<file path="config.mk">
export PLATFORM = sky130hd
export DESIGN_NAME = vidgen
export DESIGN_NICKNAME = d
export VERILOG_FILES = /design/src/rtl/vidgen_pkg.sv /design/src/rtl/vidgen_lfsr.sv /design/src/rtl/vidgen.sv
export SDC_FILE = /design/constraint.sdc
export NUM_CORES = 1
export LEC_CHECK = 0
export CAP_MARGIN = 20
export CORE_ASPECT_RATIO = 1.5
export CORE_MARGIN = 10
export CORE_UTILIZATION = 62
export DETAILED_ROUTE_END_ITERATION = 8
export PLACE_DENSITY = 0.83
export SYNTH_ARGS = -nofsm -noshare
export SYNTH_HDL_FRONTEND = slang
export SYNTH_SLANG_ARGS = --single-unit
</file>
<file path="constraint.sdc">
create_clock -name clk -period 4.1 [get_ports clk]
set_clock_uncertainty 0.15 [all_clocks]
set_input_delay 0.41 -clock clk [delete_from_list [all_inputs] [get_ports clk]]
set_output_delay 0.41 -clock clk [all_outputs]
set_load 0.01 [all_outputs]
</file>
<file path="src/rtl/vidgen_pkg.sv">
// Shared types and constants for the synthetic video source (vidgen).
// Optional LFSR noise pattern is selected by the VIDGEN_LFSR_EN macro.
package vidgen_pkg;

  localparam int PIX_W = 12;

  localparam logic [11:0] VIDGEN_LFSR_SEED = 12'hACE;
  // Taps for x^12 + x^6 + x^4 + x + 1 on a left-shifting register.
  localparam logic [11:0] VIDGEN_LFSR_TAPS = 12'h829;

  typedef enum logic [1:0] {
    PAT_XRAMP = 2'd0,
    PAT_YRAMP = 2'd1,
    PAT_CHECK = 2'd2,
    PAT_LFSR  = 2'd3
  } vidgen_pattern_t;

  typedef enum logic {
    VG_IDLE = 1'b0,
    VG_RUN  = 1'b1
  } vidgen_state_t;

endpackage

</file>
<file path="src/rtl/vidgen_lfsr.sv">
// 12-bit Fibonacci LFSR used for the noise test pattern.
module vidgen_lfsr
  import vidgen_pkg::*;
(
  input  logic        clk,
  input  logic        rst,
  input  logic        seed_load,
  input  logic        advance,
  output logic [11:0] q
);

  always_ff @(posedge clk) begin
    if (rst) begin
      q <= VIDGEN_LFSR_SEED;
    end else if (seed_load) begin
      q <= VIDGEN_LFSR_SEED;
    end else if (advance) begin
      q <= {q[10:0], ^(q & VIDGEN_LFSR_TAPS)};
    end
  end

endmodule

</file>
<file path="src/rtl/vidgen.sv">
// Synthetic camera source: frame/line timing counters plus test-pattern pixels.
// Build with VIDGEN_LFSR_EN defined to get LFSR noise on pattern 3.
//
// Handshake: none; the stream is push-only. vid_pixsync marks the first clock
// of each slot and the consumer must take the pixel then; there is no ready.
module vidgen
  import vidgen_pkg::*;
#(
  parameter int H_ACTIVE = 320,
  parameter int H_BLANK  = 32,
  parameter int V_ACTIVE = 240,
  parameter int V_BLANK  = 8,
  parameter int PIX_DIV  = 1
) (
  input  logic        clk,
  input  logic        rst,
  input  logic        enable,
  input  logic [1:0]  pattern_sel,
  output logic [11:0] vid_pixel,
  output logic        vid_pixsync,
  output logic        vid_hblank,
  output logic        vid_vblank,
  output logic        vid_visible,
  output logic        frame_start,
  output logic [15:0] status_frame_count,
  output logic        dbg_state
);

  localparam logic [15:0] H_ACT  = 16'(H_ACTIVE);
  localparam logic [15:0] H_LAST = 16'(H_ACTIVE + H_BLANK - 1);
  localparam logic [15:0] V_ACT  = 16'(V_ACTIVE);
  localparam logic [15:0] V_LAST = 16'(V_ACTIVE + V_BLANK - 1);
  localparam logic [15:0] D_LAST = 16'(PIX_DIV - 1);

  vidgen_state_t   state, state_nxt;
  vidgen_pattern_t pat_q;
  logic [15:0]     divcnt, hcnt, vcnt;
  logic            slot_first, slot_end, frame_last, frame_wrap, frame_begin, vis_now;
  logic [PIX_W-1:0] pat_pix;

  assign slot_first  = (divcnt == 16'd0);
  assign slot_end    = (divcnt == D_LAST);
  assign frame_last  = (hcnt == H_LAST) && (vcnt == V_LAST);
  assign frame_wrap  = (state == VG_RUN) && slot_end && frame_last;
  // Pattern latch and LFSR reseed happen on the edge that puts counters at (0,0).
  assign frame_begin = enable && ((state == VG_IDLE) || frame_wrap);
  assign vis_now     = (hcnt < H_ACT) && (vcnt < V_ACT);
  assign dbg_state   = state;

  always_comb begin
    state_nxt = state;
    case (state)
      VG_IDLE: if (enable) state_nxt = VG_RUN;
      VG_RUN:  if (frame_wrap && !enable) state_nxt = VG_IDLE;
      default: state_nxt = VG_IDLE;
    endcase
  end

  always_ff @(posedge clk) begin
    if (rst) state <= VG_IDLE;
    else     state <= state_nxt;
  end

`ifdef VIDGEN_LFSR_EN
  logic [11:0] lfsr_q;

  vidgen_lfsr u_lfsr (
    .clk       (clk),
    .rst       (rst),
    .seed_load (frame_begin),
    .advance   ((state == VG_RUN) && slot_first && vis_now),
    .q         (lfsr_q)
  );
`endif

  always_comb begin
    pat_pix = '0;
    case (pat_q)
      PAT_XRAMP: pat_pix = {3'b000, hcnt[8:0]};
      PAT_YRAMP: pat_pix = {3'b000, vcnt[8:0]};
      PAT_CHECK: pat_pix = (hcnt[3] ^ vcnt[3]) ? 12'hFFF : 12'h000;
`ifdef VIDGEN_LFSR_EN
      PAT_LFSR:  pat_pix = lfsr_q;
`else
      PAT_LFSR:  pat_pix = 12'hFFF;
`endif
      default:   pat_pix = '0;
    endcase
  end

  always_ff @(posedge clk) begin
    if (rst) begin
      divcnt             <= '0;
      hcnt               <= '0;
      vcnt               <= '0;
      pat_q              <= PAT_XRAMP;
      vid_pixel          <= '0;
      vid_pixsync        <= 1'b0;
      vid_hblank         <= 1'b1;
      vid_vblank         <= 1'b1;
      vid_visible        <= 1'b0;
      frame_start        <= 1'b0;
      status_frame_count <= '0;
    end else begin
      if (frame_begin) pat_q <= vidgen_pattern_t'(pattern_sel);
      if (frame_wrap)  status_frame_count <= status_frame_count + 16'd1;
      if (state == VG_RUN) begin
        if (slot_end) begin
          divcnt <= '0;
          if (hcnt == H_LAST) begin
            hcnt <= '0;
            vcnt <= (vcnt == V_LAST) ? 16'd0 : vcnt + 16'd1;
          end else begin
            hcnt <= hcnt + 16'd1;
          end
        end else begin
          divcnt <= divcnt + 16'd1;
        end
        vid_pixsync <= slot_first;
        frame_start <= slot_first && (hcnt == 16'd0) && (vcnt == 16'd0);
        // Slot values are captured once so they hold steady for PIX_DIV clocks.
        if (slot_first) begin
          vid_hblank  <= !(hcnt < H_ACT);
          vid_vblank  <= !(vcnt < V_ACT);
          vid_visible <= vis_now;
          vid_pixel   <= vis_now ? pat_pix : 12'h000;
        end
      end else begin
        divcnt      <= '0;
        hcnt        <= '0;
        vcnt        <= '0;
        vid_pixel   <= '0;
        vid_pixsync <= 1'b0;
        vid_hblank  <= 1'b1;
        vid_vblank  <= 1'b1;
        vid_visible <= 1'b0;
        frame_start <= 1'b0;
      end
    end
  end

endmodule

</file>
## Yosys cells after proc, flatten, opt, wreduce, memory -nomap -nowiden

Index checks and enable logic that the tools add are counted.

- Register bits: 84
- Input bits: 5
- Output and inout bits: 34
- Logic and storage cells: 52

- Add/subtract/negate cells: 4
- Order comparisons: 2
- Equality and inequality tests: 5
- Mux-type cells: 8
- Bitwise logic cells: 2
- Reduce and logical (&&, ||, !) cells: 19

Operator list:

| kind | number |
|---|---|
| 16-bit by 1-bit adder with 16-bit output (second input constant) | 4 |
| 16-bit logical NOT | 3 |
| 12-bit one-hot mux with 4 select lines | 1 |
| 16-bit two-way mux | 2 |
| 12-bit two-way mux | 2 |
| 16-bit by 8-bit == test with 1-bit output (second input constant) | 1 |
| 16-bit by 9-bit == test with 1-bit output (second input constant) | 1 |
| 16-bit by 8-bit < comparator with 1-bit output (second input constant) | 1 |
| 16-bit by 9-bit < comparator with 1-bit output (second input constant) | 1 |
| 1-bit logical AND | 8 |
| 2-bit == test (second input constant) | 2 |
| 1-bit logical NOT | 3 |
| 3-bit OR reduction | 1 |
| 2-bit by 1-bit == test with 1-bit output (second input constant) | 1 |
| 2-bit logical NOT | 1 |
| 1-bit two-way mux | 2 |
| 1-bit one-hot mux with 2 select lines | 1 |
| 2-bit AND reduction | 1 |
| 2-bit OR reduction | 1 |
| 1-bit logical OR | 1 |
| 1-bit inverter | 1 |
| 1-bit bitwise XOR | 1 |

## Logic depth before layout (Yosys ltp)

Gate-level depths: netlist (run 1).

- Depth in word-level cells: 6
- Gate-level depth with buffers: 9
- Gate-level depth less buffers: 7

## Worst setup path after synthesis (run 1)

Ideal clock, no wire load.

- Path kind: flip-flop to flip-flop
- Start point: register hcnt[1]
- End point: register status_frame_count[9]
- Data arrival time: 2.372 ns
- Required time: 3.829 ns
- Setup slack: 1.457 ns
- Cell stages (with the launch flop): 9
- Period minus slack after synthesis: 2.643 ns
- Cells stage by stage: dfxtp_1 -> ha_1 -> and4b_1 -> nand4_4 -> or4_4 -> buf_6 -> buf_6 -> nor3_1 -> mux2_2

- Longest elaborated chain between the ends: 3

Ends and longest elaborated chain:

| item | line | text |
|---|---|---|
| start: declaration | vidgen.sv:37 | `logic [15:0] divcnt, hcnt, vcnt;` |
| start signal: assignment | vidgen.sv:114 | `hcnt <= hcnt + 16'd1;` |
| 16-bit by 9-bit == test with 1-bit output | vidgen.sv:43 | `assign frame_last = (hcnt == H_LAST) && (vcnt == V_LAST);` |
| 1-bit logical AND | vidgen.sv:43 |  |
| 1-bit logical AND | vidgen.sv:44 | `assign frame_wrap = (state == VG_RUN) && slot_end && frame_last;` |
| end signal: assignment | vidgen.sv:106 | `if (frame_wrap) status_frame_count <= status_frame_count + 16'd1;` |
| end: declaration | vidgen.sv:25 | `output logic [15:0] status_frame_count,` |

No other way between the ends.
A chain may end at the register's enable or synchronous reset.

## Final worst setup path (run 1)

- Start point: register divcnt[0]
- End point: register vcnt[15]

- Longest elaborated chain between the ends: 2

Ends and longest elaborated chain:

| item | line | text |
|---|---|---|
| start: declaration | vidgen.sv:37 |  |
| start signal: assignment | vidgen.sv:117 | `divcnt <= divcnt + 16'd1;` |
| 16-bit logical NOT | vidgen.sv:42 | `assign slot_end = (divcnt == D_LAST);` |
| 2-bit AND reduction (no line) | -- |  |
| end signal: assignment | vidgen.sv:112 | `vcnt <= (vcnt == V_LAST) ? 16'd0 : vcnt + 16'd1;` |
| end: declaration | vidgen.sv:37 |  |

No other way between the ends.

==> results of run 1 <==
-- registers in the layout, indices dropped and copies added (netlist names) --
signal              cells
dbg_state               1
divcnt                 16
frame_start             1
hcnt                   16
pat_q                   2
status_frame_count     16
vcnt                   16
vid_hblank              1
vid_pixel              10
vid_pixsync             1
vid_vblank              1
vid_visible             1
-- cell type report --
| cell class | count | area [um^2] |
|---|---|---|
| multi-input combinational | 368 | 2250 |
| fill | 507 | 1820 |
| sequential | 82 | 1640 |
| timing repair buffer | 41 | 403 |
| clock buffer | 10 | 128 |
| tap | 76 | 95.1 |
| inverter | 15 | 56.3 |
| clock inverter | 4 | 45.0 |
-- path summary, 6_finish.rpt --
| path | cells after the start | slack, ps | to |
|---|---|---|---|
| max | 8 | 1070 | vcnt[15] |
| min | 2 | 290 | vid_visible |
| min reg2reg | 2 | 290 | vid_visible |
| max reg2reg | 8 | 1070 | vcnt[15] |
-- metrics by stage --
| stage | area (um^2) | cells | power, W |
|---|---|---|---|
| global placement | 4440 | 582 | 0.000883 |
| floorplan | 4090 | 496 | 0.000860 |
| global route | 4620 | 596 | 0.00147 |
| detailed placement | 4440 | 582 | 0.000884 |
| CTS | 4620 | 596 | 0.00142 |
| finish | 4620 | 596 | 0.00142 |
-- where the power goes --
group | internal [W] | switching, W | leakage, nW
registers | 0.000803 | 0.0000106 | 0.662
logic | 0.0000227 | 0.0000299 | 0.787
clock network | 0.000272 | 0.000278 | 0.0918
-- logic make-up after synthesis --
logic type      share of synthesized area (%)
flops                                    40.1
buf+inv                                  4.98
simple gates                             33.8
mux                                      4.00
xor+xnor                                 8.77
fa+ha+maj                                2.14
compound gates                           6.23
-- synth_stat cells, types with 8 or more instances --
master | instances | area share [%]
xnor2_1 | 24 | 5.1
dfxtp_1 | 82 | 40
xor2_1 | 17 | 3.6
inv_1 | 15 | 1.4
nor2_1 | 74 | 6.8
nand4_1 | 19 | 2.9
nor3_1 | 13 | 1.6
a21oi_1 | 8 | 0.98
mux2_2 | 11 | 3.0
o21ai_0 | 19 | 2.3
or4_1 | 8 | 1.5
nand3_1 | 30 | 3.7
nand2_1 | 47 | 4.3
nor2b_1 | 12 | 1.8
nor4_1 | 24 | 3.7
clkbuf_1 | 16 | 1.5
-- critical path: stages (launching register included) --
cell	delay [ps]
dfxtp_1	350
inv_1	70
ha_1	140
nor4b_1	310
and4_1	580
nand2_1	360
o21ai_1	650
buf_4	260
a21oi_1	50
-- layer usage --
layer	share of wire (%)	vias up	track usage, %
met2	50	132	30.9
met4	3.6	0	10.6
li1	-	1775	-
met3	6.4	31	6.36
met1	40	1690	20.1
met5	0	-	0
==> results.cfg, run 1 <==
[cts]
htree_num_levels = 3
clk_latency_ps = 360
cts_tree = built
clk_pin_slew_ps = 80
cts-root-buf = clkbuf_8
postCtsSetupBuffers = 0
cts_buffer_depth = 2
cts-hold-fix-buffers = 0
cts_made_buffers = 9
post_cts_resize_count = 0
clock-sinks = 82

[sta]
tns_ps = 0
fmax_mhz = 330
hold_viol = 0
rsz0062_at_grt = no
fin_hold_ws_ps = 295
fin_crit_ps = 3030
maxSlewViolCount = 0
post-route-period-util_pct = 73.9
setup_viol = 0
setup_ws_ps = 1070
tightest_slew_ps = 726
relSlewSlack_pct = 51.4

[setup_path]
critPathLaunchType = register
rr_startpoint = divcnt[0]
crit_arrival_ps = 3130
cp_max_fo = 13
worstPathRequired_ps = 4200
crit_path_start = divcnt[0]
end_kind = register
crit_type = reg2reg

[final_layout]
n_antenna_cell = 0
drive_above_1_share_pct = 6.35
final_common_cell = dfxtp_1
syn_to_final_growth_pct = 12.8
final_cell_mix = 82 x dfxtp_1, 74 x nor2_1, 47 x nand2_1
postLayoutCoreUtil_pct = 71.7
fin_nets = 529

[routing]
ant_nets = 0
wire_per_inst_um = 15.7
drt_wl_total_um = 9370
vias = 3628
drt_iter0_drc = 214
avgViaCountPerCell = 6.09
first_pass_iters = 5
route.detailed.drc = 0

[logic_synthesis]
synth_top_flop_cell = dfxtp_1
syn_nets = 508
synth_area_um2 = 4090
async_flop_share_pct = 0
synth_edf_count = 0
netlist-cell-type-count = 48
ys.warnings.count = 0
avgSynthCellArea_um2 = 8.25
synth_cells = 496
yosysSeqAreaShare_pct = 40.1
synth_seq_cells = 82

[placement]
dp_slack_ps = 1110
numPortBuffers = 38
routabilityCongestion = 0.948
dpl.hpwl_um = 6680

[floorplan]
coreArea_um2 = 6440
fp.dieH_um = 120
top_level_ports = 39
rows = 36
start_util_pct = 63.6
die_w_um = 86.4
die_area_um2 = 10300

[power]
ir_drop_v = 0.000290
pwr_density_cell_nw_per_um2 = 307
power.leakage_nw = 1.54

[global_route]
grt_pass1_wl_um = 16000
antenna_found_initial = 0
overflow = 0
grt_pass1_vias = 3481
grt_max_degree = 36
grtUsageTotal_pct = 18.7

[flow_run]
max-cap-violations = 0

[run_status]
status = finished, final reports clean

[worst_hold_path]
hp-start = vid_visible
hp-class = reg2reg
Power figures use the tool's default switching activity.
==> run 2, diff against run 1 <==
--- a/config.mk
+++ b/config.mk
@@ -8,9 +8,9 @@
 export CAP_MARGIN = 20
 export CORE_ASPECT_RATIO = 1.5
 export CORE_MARGIN = 10
-export CORE_UTILIZATION = 62
+export CORE_UTILIZATION = 57
 export DETAILED_ROUTE_END_ITERATION = 8
-export PLACE_DENSITY = 0.83
+export PLACE_DENSITY = 0.77
 export SYNTH_ARGS = -nofsm -noshare
 export SYNTH_HDL_FRONTEND = slang
 export SYNTH_SLANG_ARGS = --single-unit
==> constraint.sdc (replaced) <==
create_clock -name clk -period 2.9 [get_ports clk]
set_clock_uncertainty 0.15 [all_clocks]
set_input_delay 0.29 -clock clk [delete_from_list [all_inputs] [get_ports clk]]
set_output_delay 0.29 -clock clk [all_outputs]
set_load 0.01 [all_outputs]
==> results.cfg, run 2 (same netlist as run 1, synthesis figures left out) <==
[sta]
relSlewSlack_pct = 53.4
setup_viol = 0
tightest_slew_ps = 696
fmax_mhz = 367
post-route-period-util_pct = 93.9
fin_crit_ps = 2720
rsz0062_at_grt = no
hold_viol = 0
setup_ws_ps = 177
maxSlewViolCount = 0
tns_ps = 0

[power]
total_power_w = 0.00212
power.leakage_nw = 1.63
ir_drop_v = 0.000392
pwr_density_cell_nw_per_um2 = 443

[global_route]
grt_pass1_wl_um = 16200
antenna_found_initial = 0
overflow = 0
grt_max_degree = 31
grt_pass1_vias = 3612
grtUsageTotal_pct = 18.3

[setup_path]
crit_type = reg2reg
path_cells = ha_1 -> and4b_1 -> nand4_4 -> or4_4 -> nor4_1 -> mux2_2
rr_startpoint = hcnt[1]
crit_arrival_ps = 2820
cp_slowest_cell = or4_4
crit_path_start = hcnt[1]
end_kind = register
critPathLaunchType = register
worstPathRequired_ps = 3000
cp_top_family = simple AND/OR/NAND/NOR gates
critical-path-max-stage-delay_ps = 640
cp_max_fo = 15
crit_buf_inv = 0

[cts]
htree_num_levels = 3
cts_tree = built
clk_pin_slew_ps = 80
clock-sinks = 82
cts_buffer_depth = 2
cts-root-buf = clkbuf_8
cts-hold-fix-buffers = 0
clk_latency_ps = 350
cts_made_buffers = 9

[placement]
dp_slack_ps = 165
place_inst = 599
dpl.hpwl_um = 7100
numPortBuffers = 38
routabilityCongestion = 0.882

[floorplan]
rows = 37
die_w_um = 89.2
fp.dieH_um = 124
coreArea_um2 = 6940
top_level_ports = 39
start_util_pct = 59.0
die_area_um2 = 11000

[routing]
route.detailed.drc = 0
drt_iter0_drc = 218
ant_nets = 0
vias = 3666
avgViaCountPerCell = 5.96
wire_per_inst_um = 15.8
drt_wl_total_um = 9720
first_pass_iters = 5

[final_layout]
postLayoutCoreUtil_pct = 68.9
final_common_cell = dfxtp_1
syn_to_final_growth_pct = 16.9
final_cell_mix = 82 x dfxtp_1, 74 x nor2_1, 47 x nand2_1
fin_nets = 544
final_cells = 615
n_antenna_cell = 0
drive_above_1_share_pct = 9.12
n_fill_cell = 583

[run_status]
status = finished, final reports clean

[worst_hold_path]
hp-class = reg2reg
hp-start = vid_visible

[flow_run]
max-cap-violations = 0
run 2: changes by cell type in the layout (fill, tap and decap cells not counted), sizes merged:
| cell | delta |
|---|---|
| clkbuf | +4 |
| buf | +15 |
| clkinv | -3 |
| bufinv | +1 |
run 2: report_power, final:
group | internal [W] | total (W) | switching, W | leakage (nW)
Combinational | 0.0000353 | 0.0000786 | 0.0000433 | 0.865
Sequential | 0.00114 | 0.00115 | 0.0000138 | 0.662
Clock | 0.000511 | 0.000893 | 0.000382 | 0.105
Total | 0.00168 | 0.00212 | 0.000439 | 1.63
run 2: cell type report:
type                            count  area, um^2  share of cell area [%]
Timing Repair Buffer               56         515                    10.8
Sequential cell                    82        1640                    34.3
Clock buffer                       14         153                    3.19
Inverter                           15        56.3                    1.18
Multi-Input combinational cell    368        2260                    47.3
Clock inverter                      2        60.1                    1.26
Tap cell                           78        97.6                    2.04
run 2: what timing repair did:
| action | in CTS | in global routing |
|---|---|---|
| gates resized for setup | 0 | 2 |
| endpoints found under the setup margin | 0 | 5 |
| buffers inserted | 0 | 0 |
run 2: final timing paths:
| kind | endpoint | slack (ps) | cells after the start |
|---|---|---|---|
| max | status_frame_count[11] | 180 | 6 |
| min | vid_visible | 300 | 2 |
| max reg2reg | status_frame_count[11] | 180 | 6 |
| min reg2reg | vid_visible | 300 | 2 |
run 2: per-layer routing:
metal	track usage (%)	up-vias	wire, um
met5	0	-	0
met4	10.8	0	266
met3	4.44	27	505
met2	31.8	97	5080
met1	19.5	1732	3870
li1	-	1810	-
run 2: tightest hold or removal path: stages, from the launching register on:
cell and delay (ps):
dfxtp_1 310, nand2_1 50, nand2_1 40
run 2: metrics by stage:
step / cell area (um^2) / hold slack (ps)
3_3_place_gp: 4560 / 280
6_report: 4780 / 295
4_1_cts: 4770 / 295
5_1_grt: 4780 / 316
2_1_floorplan: 4090 / 287
3_5_place_dp: 4560 / 283
